`src/rtl/uart_pkg.sv`:
```
// Shared UART receive definitions: baud code, FSM state encoding and the
// divisor computation that turns CLK_HZ into a 16x-oversampling tick period.
package uart_pkg;

    typedef enum logic [1:0] {
        BAUD_2400  = 2'b00,
        BAUD_4800  = 2'b01,
        BAUD_9600  = 2'b10,
        BAUD_19200 = 2'b11
    } baud_code_t;

    localparam logic [2:0] ST_IDLE   = 3'd0;
    localparam logic [2:0] ST_START  = 3'd1;
    localparam logic [2:0] ST_DATA   = 3'd2;
    localparam logic [2:0] ST_PARITY = 3'd3;
    localparam logic [2:0] ST_STOP   = 3'd4;
    localparam logic [2:0] ST_BREAK  = 3'd5;

    function automatic int baud_hz(baud_code_t code);
        case (code)
            BAUD_4800:  return 4800;
            BAUD_9600:  return 9600;
            BAUD_19200: return 19200;
            default:    return 2400;
        endcase
    endfunction

    // Rounded to nearest: (clk + den/2) / den
    function automatic int baud_div(int clk_hz, int os, baud_code_t code);
        int den;
        den = os * baud_hz(code);
        return (clk_hz + den / 2) / den;
    endfunction

endpackage

```
`src/rtl/baud_gen_rx.sv`:
```
// Oversampling tick generator: one-cycle tick every `divisor` clocks,
// restartable by a synchronous clear so ticks align to the start edge.
module baud_gen_rx #(
    parameter int DIV_W = 11
) (
    input  logic             clock,
    input  logic             reset_n,
    input  logic             clear,
    input  logic [DIV_W-1:0] divisor,
    output logic             tick
);

    logic [DIV_W-1:0] cnt;

    // >= keeps the counter from running away if the divisor ever shrinks
    assign tick = (cnt >= divisor - DIV_W'(1));

    always_ff @(posedge clock or negedge reset_n) begin
        if (!reset_n) begin
            cnt <= '0;
        end else if (clear || tick) begin
            cnt <= '0;
        end else begin
            cnt <= cnt + DIV_W'(1);
        end
    end

endmodule

```
`src/rtl/uart_rx_unit.sv`:
```
// UART receiver, 8N1 by default; define UART_RX_PARITY_EN for 8E1 framing
// with an added parity_error pulse alongside data_valid.
module uart_rx_unit
    import uart_pkg::*;
#(
    parameter int CLK_HZ     = 50_000_000,
    parameter int OVERSAMPLE = 16,
    parameter int DATA_BITS  = 8
) (
    input  logic                 clock,
    input  logic                 reset_n,
    input  logic [1:0]           baud_rate,
    input  logic                 rx_serial,
    output logic [DATA_BITS-1:0] data_out,
    output logic                 data_valid,
    output logic                 frame_error,
    output logic                 busy
`ifdef UART_RX_PARITY_EN
    ,
    output logic                 parity_error
`endif
);

    localparam int DIV_2400  = baud_div(CLK_HZ, OVERSAMPLE, BAUD_2400);
    localparam int DIV_4800  = baud_div(CLK_HZ, OVERSAMPLE, BAUD_4800);
    localparam int DIV_9600  = baud_div(CLK_HZ, OVERSAMPLE, BAUD_9600);
    localparam int DIV_19200 = baud_div(CLK_HZ, OVERSAMPLE, BAUD_19200);
    localparam int DIV_W     = $clog2(DIV_2400 + 1);
    localparam int OS_W      = $clog2(OVERSAMPLE);
    localparam int BIT_W     = $clog2(DATA_BITS);

    logic                 rx_sync_p0, rx_sync_p1, rx_prev_p2;
    logic                 fall_edge;
    logic [2:0]           state;
    baud_code_t           baud_lat;
    logic [DIV_W-1:0]     div_sel;
    logic                 start_det;
    logic                 tick;
    logic [OS_W-1:0]      tick_cnt;
    logic [BIT_W-1:0]     bit_cnt;
    logic [DATA_BITS-1:0] shift_reg;
    logic                 mid_start, mid_bit;
`ifdef UART_RX_PARITY_EN
    logic                 parity_bad;
`endif

    // Two-flop synchronizer plus one history flop for edge detection
    always_ff @(posedge clock or negedge reset_n) begin
        if (!reset_n) begin
            rx_sync_p0 <= 1'b1;
            rx_sync_p1 <= 1'b1;
            rx_prev_p2 <= 1'b1;
        end else begin
            rx_sync_p0 <= rx_serial;
            rx_sync_p1 <= rx_sync_p0;
            rx_prev_p2 <= rx_sync_p1;
        end
    end

    assign fall_edge = rx_prev_p2 & ~rx_sync_p1;
    assign start_det = (state == ST_IDLE) && fall_edge;
    assign mid_start = tick && (tick_cnt == OS_W'(OVERSAMPLE / 2 - 1));
    assign mid_bit   = tick && (tick_cnt == OS_W'(OVERSAMPLE - 1));
    assign busy      = (state == ST_DATA) || (state == ST_PARITY) ||
                       (state == ST_STOP) || (state == ST_BREAK);

    always_comb begin
        div_sel = DIV_W'(DIV_9600);
        case (baud_lat)
            BAUD_2400:  div_sel = DIV_W'(DIV_2400);
            BAUD_4800:  div_sel = DIV_W'(DIV_4800);
            BAUD_9600:  div_sel = DIV_W'(DIV_9600);
            BAUD_19200: div_sel = DIV_W'(DIV_19200);
            default:    div_sel = DIV_W'(DIV_9600);
        endcase
    end

    baud_gen_rx #(
        .DIV_W   (DIV_W)
    ) u_baud_gen (
        .clock   (clock),
        .reset_n (reset_n),
        .clear   (start_det),
        .divisor (div_sel),
        .tick    (tick)
    );

    always_ff @(posedge clock or negedge reset_n) begin
        if (!reset_n) begin
            state       <= ST_IDLE;
            baud_lat    <= BAUD_9600;
            tick_cnt    <= '0;
            bit_cnt     <= '0;
            shift_reg   <= '0;
            data_out    <= '0;
            data_valid  <= 1'b0;
            frame_error <= 1'b0;
`ifdef UART_RX_PARITY_EN
            parity_bad   <= 1'b0;
            parity_error <= 1'b0;
`endif
        end else begin
            data_valid  <= 1'b0;
            frame_error <= 1'b0;
`ifdef UART_RX_PARITY_EN
            parity_error <= 1'b0;
`endif
            if (tick) begin
                tick_cnt <= tick_cnt + OS_W'(1);
            end
            case (state)
                ST_IDLE: begin
                    if (fall_edge) begin
                        state    <= ST_START;
                        baud_lat <= baud_code_t'(baud_rate);
                        tick_cnt <= '0;
                    end
                end
                ST_START: begin
                    // A line back high at mid-start is a glitch, not a frame
                    if (mid_start) begin
                        tick_cnt <= '0;
                        bit_cnt  <= '0;
                        state    <= rx_sync_p1 ? ST_IDLE : ST_DATA;
                    end
                end
                ST_DATA: begin
                    if (mid_bit) begin
                        tick_cnt  <= '0;
                        shift_reg <= {rx_sync_p1, shift_reg[DATA_BITS-1:1]};
                        if (bit_cnt == BIT_W'(DATA_BITS - 1)) begin
`ifdef UART_RX_PARITY_EN
                            state <= ST_PARITY;
`else
                            state <= ST_STOP;
`endif
                        end else begin
                            bit_cnt <= bit_cnt + BIT_W'(1);
                        end
                    end
                end
                ST_PARITY: begin
`ifdef UART_RX_PARITY_EN
                    if (mid_bit) begin
                        tick_cnt   <= '0;
                        parity_bad <= (^shift_reg) ^ rx_sync_p1;
                        state      <= ST_STOP;
                    end
`else
                    state <= ST_IDLE;
`endif
                end
                ST_STOP: begin
                    if (mid_bit) begin
                        tick_cnt <= '0;
                        data_out <= shift_reg;
                        if (rx_sync_p1) begin
                            data_valid <= 1'b1;
`ifdef UART_RX_PARITY_EN
                            parity_error <= parity_bad;
`endif
                            state <= ST_IDLE;
                        end else begin
                            frame_error <= 1'b1;
                            state       <= ST_BREAK;
                        end
                    end
                end
                ST_BREAK: begin
                    if (rx_sync_p1) begin
                        state <= ST_IDLE;
                    end
                end
                default: state <= ST_IDLE;
            endcase
        end
    end

endmodule

```
`config.mk`:
```
export PLATFORM = sky130hd
export DESIGN_NAME = uart_rx_unit
export DESIGN_NICKNAME = d
export VERILOG_FILES = /design/src/rtl/uart_pkg.sv /design/src/rtl/baud_gen_rx.sv /design/src/rtl/uart_rx_unit.sv
export SDC_FILE = /design/constraint.sdc
export NUM_CORES = 1
export LEC_CHECK = 0
export ABC_AREA = 1
export CORE_MARGIN = 2
export CORE_UTILIZATION = 46
export CTS_BUF_LIST = sky130_fd_sc_hd__clkbuf_4 sky130_fd_sc_hd__clkbuf_8
export DETAILED_ROUTE_END_ITERATION = 6
export PLACE_DENSITY = 0.73
export SLEW_MARGIN = 20
export SYNTH_ARGS = -nofsm -noshare
export SYNTH_HDL_FRONTEND = slang
export SYNTH_SLANG_ARGS = --single-unit
export TNS_END_PERCENT = 30
```
`constraint.sdc`:
```
create_clock -name clock -period 2.1 [get_ports clock]
set_input_delay 0.315 -clock clock [delete_from_list [all_inputs] [get_ports clock]]
set_output_delay 0.315 -clock clock [all_outputs]
set_load 0.01 [all_outputs]
```
======== After elaboration in Yosys (flattened, before gate mapping) ========
Index checks and enable logic that the tools add are counted.
operators by class
  $add $sub $neg .......................... 4
  magnitude comparators ................... 1
  equality and inequality tests ........... 18
  mux-type cells .......................... 26
  bitwise operators ....................... 2
  reduce and logical (&&, ||, !) cells .... 16
operators by type and width
  operator                                             count
  case mux 11 bit (4 select lines)                     1
  two-way mux 3 bit                                    10
  two-way mux 4 bit                                    4
  case mux 3 bit (5 select lines)                      1
  inequality test 2 bit (second input constant)        6
  case mux 4 bit (3 select lines)                      1
  adder 11 x 1 -> 11 bit (second input constant)       1
  greater-or-equal comparator 11 bit                   1
  two-way mux 11 bit                                   1
  subtractor 11 x 1 -> 11 bit (second input constant)  1
  == test 3 bit (second input constant)                3
  == test 3 x 2 -> 1 bit (second input constant)       2
  two-way mux 1 bit                                    6
  case mux 3 bit (2 select lines)                      1
  AND reduction 2 bit                                  3
  AND reduction 6 bit                                  1
  adder 4 x 1 -> 4 bit (second input constant)         1
  == test 2 bit (second input constant)                2
  == test 4 x 3 -> 1 bit (second input constant)       1
  == test 4 bit (second input constant)                1
  logical OR 1 bit                                     4
  AND reduction 4 bit                                  1
  adder 3 x 1 -> 3 bit (second input constant)         1
  == test 3 x 1 -> 1 bit (second input constant)       1
  other kinds (10)                                     12
word-level totals
  register bits ........................... 44
  word-level logic and storage cells ...... 79

======== Depth between registers and ports, before layout ========
Gate-level depths: netlist of the first run.
  depth after elaboration ................. 7
  mapped depth ............................ 14

======== Modules after synthesis ========
A second synthesis of the first run with hierarchy kept.
unflattened totals
  cells, all modules ...................... 329
  area, all modules ....................... 2837.7 um^2
by module, submodules not included
  module        instances  cells each  area each (um^2)
  uart_rx_unit  1          180         1734.2
  baud_gen_rx   1          149         1103.6

======== Least setup slack after synthesis of the first run ========
No wires, ideal clock.
  kind .................................... reg-to-reg
  start point ............................. register baud_lat[0]
  end point ............................... register u_baud_gen.cnt[10]
  data arrival time ....................... 1847 ps
  slack ................................... 174 ps
  cell stages (with the launch flop) ...... 12
  path buffers ............................ 1
  clock period less this slack ............ 1926 ps
  cell sequence ........................... dfrtp_1 -> inv_1 -> nand2_1 -> ha_1 -> nand2_2 -> inv_2 -> a21oi_4 -> nand2_1 -> nor2_2 -> nand2_2 -> buf_6 -> nor3b_2
on the way
  longest elaborated chain between the ends .. 6
  elaborated cells on any way between the ends .. 9
  those cells by class .................... add/sub: 1; order compare: 1; eq/ne: 3; mux: 2; reduce/logical: 2
ends and longest elaborated chain
  what                                         RTL line             source
  start, declared                              uart_rx_unit.sv:35   baud_code_t baud_lat;
  start signal, assigned                       uart_rx_unit.sv:115  baud_lat <= baud_code_t'(baud_rate);
  == test 2 bit, or another cell as far along  uart_rx_unit.sv:69   case (baud_lat)
  case mux 11 bit (4 select lines) *           uart_rx_unit.sv:69
  subtractor 11 x 1 -> 11 bit *                baud_gen_rx.sv:16    assign tick = (cnt >= divisor - DIV_W'(1));
  greater-or-equal comparator 11 bit *         baud_gen_rx.sv:16
  logical OR 1 bit *                           baud_gen_rx.sv:21    end else if (clear || tick) begin
  two-way mux 11 bit *                         baud_gen_rx.sv:21
  end signal, assigned                         baud_gen_rx.sv:24    cnt <= cnt + DIV_W'(1);
  end, declared                                baud_gen_rx.sv:13    logic [DIV_W-1:0] cnt;
Every way passes the cells marked *; elsewhere a longest branch is shown, timed or not. The select of a mux whose other input is x is not followed.
A chain may end at the register's enable or synchronous reset.

======== Worst setup path after layout of the first run ========
  start point ............................. register baud_lat[0]
  end point ............................... register tick_cnt[1]
on the way
  longest elaborated chain between the ends .. 7
  elaborated cells on any way between the ends .. 14
  those cells by class .................... add/sub: 1; order compare: 1; eq/ne: 3; mux: 6; reduce/logical: 3
ends and longest elaborated chain
  what                                             RTL line             source
  == test 2 bit, or another cell as far along      uart_rx_unit.sv:69
  case mux 11 bit (4 select lines) *               uart_rx_unit.sv:69
  subtractor 11 x 1 -> 11 bit *                    baud_gen_rx.sv:16
  greater-or-equal comparator 11 bit *             baud_gen_rx.sv:16
  two-way mux 4 bit, or another cell as far along  uart_rx_unit.sv:108  if (tick) begin
  two-way mux 4 bit (on tied branches)             n/a
  case mux 4 bit (3 select lines) *                uart_rx_unit.sv:111  case (state)
  end signal, assigned                             uart_rx_unit.sv:109  tick_cnt <= tick_cnt + OS_W'(1);
  end, declared                                    uart_rx_unit.sv:39   logic [OS_W-1:0] tick_cnt;
Marks and branches as above.

==> key figures, run 1 <==
Worst setup path
  – Buf/Inv on CP: 2
  – Critical path data arrival time: 2350 ps
  – Cell Chain, Critical Path: inv_2 > nand2_2 > ha_4 > a21oi_1 > nand2_1 > nand2_2 > nand4_4 > nand2_8 > nand2_8 > nand3b_1 > nand2_1 > inv_1
  – CP Capture Type: flop
  – Top delay family on crit path: simple AND/OR/NAND/NOR gates
  – Critical Path Source Type: flop
  – Worst stage delay on the critical path: 430 ps
  – Critical path class: flop to flop
  – CP max stage cell: dfrtp_1
  – Worst flop-to-flop path startpoint: baud_lat[0]
  – CP required: 2350 ps
  – Register-to-Register Path Depth: 12
  – R2r setup slk: -4 ps
  – Worst Path Max Fanout: 6
  – R2r endpoint: tick_cnt[1]

Timing
  – Clock skew: 6.68 ps
  – Min cycle time layout: 2100 ps
  – Setup TNS: -4.48 ps
  – Slew of the pin with the lowest slew margin: 604 ps
  – Max_slew headroom: 59.3%
  – Final setup viols: 1
  – Worst hold margin: 70.1 ps
  – RSZ-0062 raised after global routing: yes
  – Final Hold Viols: 0
  – Fmax: 0.475 GHz
  – Final Cycle Share: 100%
  – Fin. max-slew vios: 0
  – Final worst slack: -4.48 ps

Placed design
  – Pre-CTS setup slack: 2.46 ps
  – Routability cong.: 0.848
  – HPWL Detailed: 3090 um
  – Dpl cell area: 2630 um^2
  – Placed insts: 365
  – Port bufs: 15

Job
  – Max-Cap Viols: 0

Die
  – Io pins: 16
  – Die area: 5820 um^2
  – Starting density of the core: 47.4%
  – Die width: 76.3 um
  – Core area: 5070 um^2
  – Rows: 26
  – Die Ht: 76.3 um

Synthesis
  – Largest cells by area after synthesis: dfrtp_1 42%, nand2_1 11%, ha_1 7.8%
  – Register area share after synthesis: 46.0%
  – Yosys warning count: 0
  – Avg Inst Size Synth: 8.59 um^2
  – Mux contribution to synthesized area: 0%
  – Cell count after synthesis: 280
  – Cell area after synthesis: 2400 um^2
  – Yosys reg bits: 44
  – Synth Net Count: 300
  – Adder-Cell Fraction of Synth Area: 7.80%
  – Synth Area in XOR/XNOR: 1.46%
  – Compound-Gate Fraction of Synth Area: 9.21%
  – Largest family of logic cells by synthesized area: simple AND/OR/NAND/NOR gates
  – Simple-gate share of the synthesized area: 27.4%
  – Post-synth cell types: 34
  – Top-area cell type share of the netlist area: 41.6%
  – Yosys top cell by area: dfrtp_1

Finish
  – Fin util: 59.5%
  – Max reg flops: 11
  – Share of cells above drive strength 1: 23.8%
  – Layout area overhead: 25.7%
  – Nets: 326
  – # fillers: 434
  – Post-route insts no fill: 377
  – ANT cells: 0
  – Final Cell Area: 3020 um^2

Global route
  – Gr usage total: 17.0%
  – Vias in the first global route: 1843
  – Initial antenna violation count: 0
  – First-pass GRT wire length: 7960 um
  – Largest net degree at the start of global routing: 45
  – Global route total overflow: 0

CTS
  – TritonCTS clock tree: yes
  – Number of CTS-inserted buffers: 5
  – CTS root buffer: clkbuf_8
  – Clock Tree Buf Depth: 2
  – # clock sinks: 44
  – Post-cts hold buffer count: 0
  – Htree depth: 2
  – Clock-pin slew on the worst setup and hold paths: 90 ps
  – Clock latency on the worst-skew pair: 300 ps

Routing
  – DRT Pass-1 Iters: 4
  – DR WL/cell: 13.1 um
  – Initial DRC Count: 58
  – Antenna-violating nets left: 0
  – Drt total wl: 4930 um
  – DRC: 0
  – Via-to-Cell Ratio: 4.94
  – DR vias: 1862

Status
  – Status: complete, but fails checks
  – Failing checks: setup timing

Pwr
  – Leak Pwr: 1.47 nW
  – Power Density: 1070 nW/um^2
  – Worst IR Drop VDD: 515 uV
  – Total Power: 3.24 mW

Hold path
  – Worst hold path class: primary input to async pin
-- worst reg2reg max path, delay by kind of cell (launching register included) --
family	cells	cell delay, ps
AND/OR/NAND/NOR	8	970
adder cells (fa/ha/maj)	1	260
AO/OA/AOI/OAI	1	210
buffers and inverters	2	190
flip-flops	1	430
-- worst max path at each step --
stage | slack (ps) | cells past startpoint | startpoint | end
after global routing | -120 | 13 | baud_lat[0] | tick_cnt[3]
final | -4 | 12 | baud_lat[0] | tick_cnt[1]
after CTS | 4 | 13 | baud_lat[1] | tick_cnt[1]
after floorplan | 170 | 11 | baud_lat[0] | u_baud_gen.cnt[10]
after detailed placement | 2 | 11 | baud_lat[1] | u_baud_gen.cnt[3]
after global placement | 70 | 11 | baud_lat[1] | u_baud_gen.cnt[3]
-- routing by layer --
metal / track usage (%) / share of wire (%) / vias up
li1: - / - / 953
met1: 20.3 / 43 / 868
met2: 29.5 / 52 / 31
met3: 3.67 / 2.8 / 10
met4: 7.27 / 2.4 / 0
met5: 0 / 0 / -
-- layout make-up --
type | count | area (um^2) | share of cell area, %
clock buffers | 5 | 68.8 | 2.28
clock inverters | 3 | 46.3 | 1.53
inverters | 43 | 164 | 5.42
multi-input cells | 191 | 1350 | 44.7
flip-flops and latches | 44 | 1110 | 36.6
well taps | 70 | 87.6 | 2.90
repair buffers | 21 | 198 | 6.54
-- synth_stat cells --
cell / n
nand2_2: 3
o21ai_0: 13
inv_1: 42
nor2_1: 26
o211ai_1: 1
nor3_1: 5
buf_6: 1
a21oi_1: 9
dfstp_2: 4
nor2_2: 2
nor3b_2: 3
nand3_1: 9
buf_8: 1
o221a_2: 1
xor2_1: 3
nor2_8: 1
nand3b_4: 1
ha_1: 15
nand2_1: 68
xnor2_1: 1
nand4_1: 8
inv_2: 1
dfrtp_1: 40
o21ai_1: 8
buf_2: 1
o21bai_2: 1
nand3b_1: 3
nand2_4: 2
o21a_1: 1
a21oi_4: 1
nand3_2: 1
nand4_4: 1
clkbuf_1: 1
o21ai_2: 2
-- repair_timing --
action / CTS / global route
setup buffers: 0 / 2
gates cloned: 0 / 2
pin swaps: 0 / 24
endpoints found under the hold margin: 0 / 0
gates resized for setup: 2 / 51
endpoints found under the setup margin: 3 / 39
-- layout by cell type (no fill, tap or decap), drive strengths merged, types with 5 or more instances in the layout --
master         count
o21ai             23
clkbuf             5
nor2              30
nor3               5
clkdlybuf4s50     14
buf                7
nand3             10
a21oi             10
dfrtp             40
nand2             74
inv               44
ha                15
nand4              9
-- power by group --
part | leakage, nW | switching, mW | internal (mW) | total, mW
combinational | 0.833 | 0.886 | 0.586 | 1.47
sequential | 0.587 | 0.125 | 0.974 | 1.10
clock | 0.0548 | 0.313 | 0.358 | 0.671
-- logic make-up (layout without fill, tap and decap cells) --
group / count (synthesis) / after routing
adder cells (fa/ha/maj): 15 / 15
buffers and inverters: 47 / 72
AO/OA/AOI/OAI: 37 / 37
XOR/XNOR: 4 / 4
AND/OR/NAND/NOR: 133 / 135
flip-flops: 44 / 44
(Power assumes the default switching activity.)
==> run 2: changes to the inputs <==
--- a/config.mk
+++ b/config.mk
@@ -5,12 +5,13 @@
 export SDC_FILE = /design/constraint.sdc
 export NUM_CORES = 1
 export LEC_CHECK = 0
-export ABC_AREA = 1
+export ABC_AREA = 0
 export CORE_MARGIN = 2
 export CORE_UTILIZATION = 46
 export CTS_BUF_LIST = sky130_fd_sc_hd__clkbuf_4 sky130_fd_sc_hd__clkbuf_8
 export DETAILED_ROUTE_END_ITERATION = 6
 export PLACE_DENSITY = 0.73
+export REMOVE_ABC_BUFFERS = 1
 export SLEW_MARGIN = 20
 export SYNTH_ARGS = -nofsm -noshare
 export SYNTH_HDL_FRONTEND = slang
==> run 2 against run 1 <==
The run still ends with setup timing left. Area after synthesis fell by 4.7%. Global-route usage rose by 4.6 points. Clock-buffer cell count rose by 1. Critical path depth fell by 3. First-iteration DRC count rose by 19%. Critical endpoint is now data_out[6]. Cell area rose by 5.5%. Synthesized cell count fell by 25%. Wire length rose by 6.9%. Via count fell by 4.5%. Register-to-register slack got worse by 150 ps. Final cell count fell by 13%. Clock skew barely moved.
==> key figures, run 2 <==
CTS
  – # clock sinks: 44 (unchanged)
  – Clock latency on the worst-skew pair: 310 ps (about the same)
  – Number of CTS-inserted buffers: 5 (unchanged)
  – Clock-pin slew on the worst setup and hold paths: 90 ps (about the same)
  – TritonCTS clock tree: yes
  – CTS root buffer: clkbuf_8
  – Clock Tree Buf Depth: 2 (unchanged)
  – Htree depth: 2 (unchanged)

Finish
  – # fillers: 370 (-15%)
  – Commonest non-fill, non-tap cell in the layout: dfrtp_1
  – Post-route insts no fill: 329 (-13%)
  – Max reg flops: 11 (unchanged)
  – Fin util: 67.0% (+7.5 points)
  – ANT cells: 0 (unchanged)
  – Share of cells above drive strength 1: 40.8% (+17 points)
  – Layout area overhead: 39.1%
  – Most frequent cells in the layout: 40 x dfrtp_1, 26 x buf_4, 14 x nand2_1, 14 x clkdlybuf4s50_1, 10 x mux2_2
  – Nets: 281 (-14%)

Worst setup path
  – R2r setup slk: -160 ps (-150 ps)
  – Cell Chain, Critical Path: or2_4 > ha_4 > nand2_4 > nor2_4 > a41oi_2 > buf_6 > a21oi_4 > clkbuf_16 > mux2_2
  – Worst stage delay on the critical path: 410 ps (-20 ps)
  – Critical path class: flop to flop
  – Critical Path Source Type: flop
  – Critical path data arrival time: 2450 ps (+100 ps)
  – CP max stage cell: dfrtp_1
  – Worst Path Max Fanout: 4 (-2)
  – R2r endpoint: data_out[6]
  – Register-to-Register Path Depth: 9 (-3)
  – CP required: 2290 ps (-60 ps)
  – Worst flop-to-flop path startpoint: baud_lat[0]
  – CP Capture Type: flop

Synthesis
  – Synth Area in XOR/XNOR: 3.82% (+2.4 points)
  – Post-synth top cells: 40 x dfrtp_1, 19 x nand2_1, 18 x nor2_1, 16 x mux2_2, 15 x ha_1
  – Yosys top cell by area: dfrtp_1
  – Avg Inst Size Synth: 10.9 um^2 (+27%)
  – Main synth FF type: dfrtp_1
  – Largest family of logic cells by synthesized area: simple AND/OR/NAND/NOR gates
  – Top-area cell type share of the netlist area: 43.7% (+2.1 points)
  – Adder-Cell Fraction of Synth Area: 8.19% (+0.39 points)
  – Yosys reg bits: 44 (unchanged)
  – Largest cells by area after synthesis: dfrtp_1 44%, ha_1 8.2%, mux2_2 7.9%
  – Cell area after synthesis: 2290 um^2 (-4.7%)
  – Post-synth cell types: 52 (+53%)
  – Yosys warning count: 0 (unchanged)
  – Compound-Gate Fraction of Synth Area: 10.9% (+1.7 points)
  – Post-synth ARST share: 100% (unchanged)
  – Count leader, synth: dfrtp_1
  – Cell count after synthesis: 210 (-25%)
  – Register area share after synthesis: 48.3% (+2.3 points)
  – Mux contribution to synthesized area: 7.86% (+7.9 points)
  – Simple-gate share of the synthesized area: 17.7% (-9.6 points)
  – Post-synth EDFFs: 0 (unchanged)

Timing
  – Fmax: 0.443 GHz (-6.7%)
  – Max_slew headroom: 47.0% (-12 points)
  – Slew of the pin with the lowest slew margin: 795 ps (+191 ps)
  – Setup TNS: -3540 ps (-3540 ps)
  – Clock skew: 6.61 ps (-0.0707 ps)
  – RSZ-0062 raised after global routing: yes
  – Fin. max-slew vios: 0 (unchanged)
  – Final Cycle Share: 107% (+7.2 points)
  – Final Hold Viols: 0 (unchanged)
  – Final worst slack: -155 ps (-151 ps)
  – Min cycle time layout: 2260 ps (+151 ps)
  – Worst hold margin: 85.1 ps (+15.0 ps)
  – Final setup viols: 39 (+38)

Routing
  – WL met1: 2340 um (+11%)
  – DR vias: 1778 (-4.5%)
  – DRT Pass-1 Iters: 4 (unchanged)
  – Antenna-violating nets left: 0 (unchanged)
  – Met2 WL post-DR: 2560 um (unchanged)
  – Max Used Layer: met4
  – DRC: 0 (unchanged)
  – WL met3: 262 um (+88%)
  – Via-to-Cell Ratio: 5.40 (+9.4%)
  – Drt total wl: 5270 um (+6.9%)
  – DR WL/cell: 16.0 um (+23%)
  – Initial DRC Count: 69 (+19%)

Global route
  – Global route total overflow: 0 (unchanged)
  – Gr usage total: 21.6% (+4.6 points)
  – Initial antenna violation count: 0 (unchanged)
  – Vias in the first global route: 1869 (+1.4%)
  – Largest net degree at the start of global routing: 36 (-20%)
  – First-pass GRT wire length: 8910 um (+12%)

Job
  – Max-Cap Viols: 0 (unchanged)

Placed design
  – Placed insts: 314 (-14%)
  – Routability cong.: 0.888 (+4.7%)
  – Port bufs: 15 (unchanged)
  – HPWL Detailed: 3280 um (+5.9%)
  – Pre-CTS setup slack: -278 ps (-281 ps)

Die
  – Rows: 25 (-3.8%)
  – Io pins: 16 (unchanged)
  – Die width: 74.6 um (-2.3%)
  – Core area: 4750 um^2 (-6.3%)
  – Die Ht: 74.6 um (-2.3%)
  – Die area: 5560 um^2 (-4.5%)
  – Starting density of the core: 48.2% (+0.80 points)

Hold path
  – Worst hold path class: primary input to async pin

Pwr
  – Power Density: 947 nW/um^2 (-12%)
  – Worst IR Drop VDD: 425 uV (-18%)
  – Leak Pwr: 1.43 nW (-2.8%)

Status
  – Failing checks: setup timing
  – Status: complete, but fails checks
run 2: logic make-up after synthesis:
| kind of cell | after synthesis |
|---|---|
| AO/OA/AOI/OAI | 33 |
| XOR/XNOR | 10 |
| adder cells (fa/ha/maj) | 15 |
| buffers and inverters | 17 |
| flip-flops | 44 |
| multiplexers | 16 |
| AND/OR/NAND/NOR | 75 |
run 2: how the worst max path moves through the flow:
| stage | start | to | slack [ps] | cells past startpoint |
|---|---|---|---|---|
| 6_report | baud_lat[0] | data_out[6] | -160 | 9 |
| 3_3_place_gp | baud_lat[0] | shift_reg[4] | -230 | 9 |
| 4_1_cts | baud_lat[1] | data_out[7] | -140 | 8 |
| 3_5_place_dp | baud_lat[0] | state[0] | -280 | 8 |
| 5_1_grt | baud_lat[0] | data_out[5] | -200 | 9 |
| 2_1_floorplan | baud_lat[0] | shift_reg[0] | -630 | 7 |
run 2: final cells by class:
class	instances	area (um^2)	area share (%)
flip-flops and latches	44	1110	34.7
repair buffers	53	502	15.7
well taps	67	83.8	2.63
multi-input cells	149	1370	42.9
clock inverters	2	15.0	0.471
clock buffers	6	82.6	2.59
inverters	8	30.0	0.942
run 2: power breakdown:
group          switching [mW]  internal [mW]  total (mW)  leakage, nW
clock                   0.305          0.266       0.571       0.0434
sequential              0.124          0.966        1.09        0.584
combinational           0.656          0.700        1.36        0.806
total                    1.09           1.93        3.02         1.43
run 2: critical path: cells and delay by family, from the launching register on:
family                   cells  cell delay (ps)
AO/OA/AOI/OAI                2              330
multiplexers                 1              320
AND/OR/NAND/NOR              3              460
adder cells (fa/ha/maj)      1              290
buffers and inverters        2              330
flip-flops                   1              410
run 2: layer usage:
layer  global-route usage (%)  vias up
li1                         -      847
met1                     28.1      865
met2                     35.1       53
met3                     4.47       13
met4                     8.93        0
met5                        0        -
run 2: per-stage QoR:
stage | total power, mW | cell area, um^2
floorplan | 1.58 | 2250
global placement | 1.92 | 2720
detailed placement | 1.95 | 2720
CTS | 2.76 | 3050
global route | 3.24 | 3190
finish | 3.02 | 3190
run 2: repair_timing:
action                                  in CTS  in global routing
resized for setup                           35                 33
endpoints found under the setup margin      39                 39
buffers inserted                             4                  0
hold buffers                                 0                  0
gates cloned                                 2                  1
pin swaps                                   10                 20
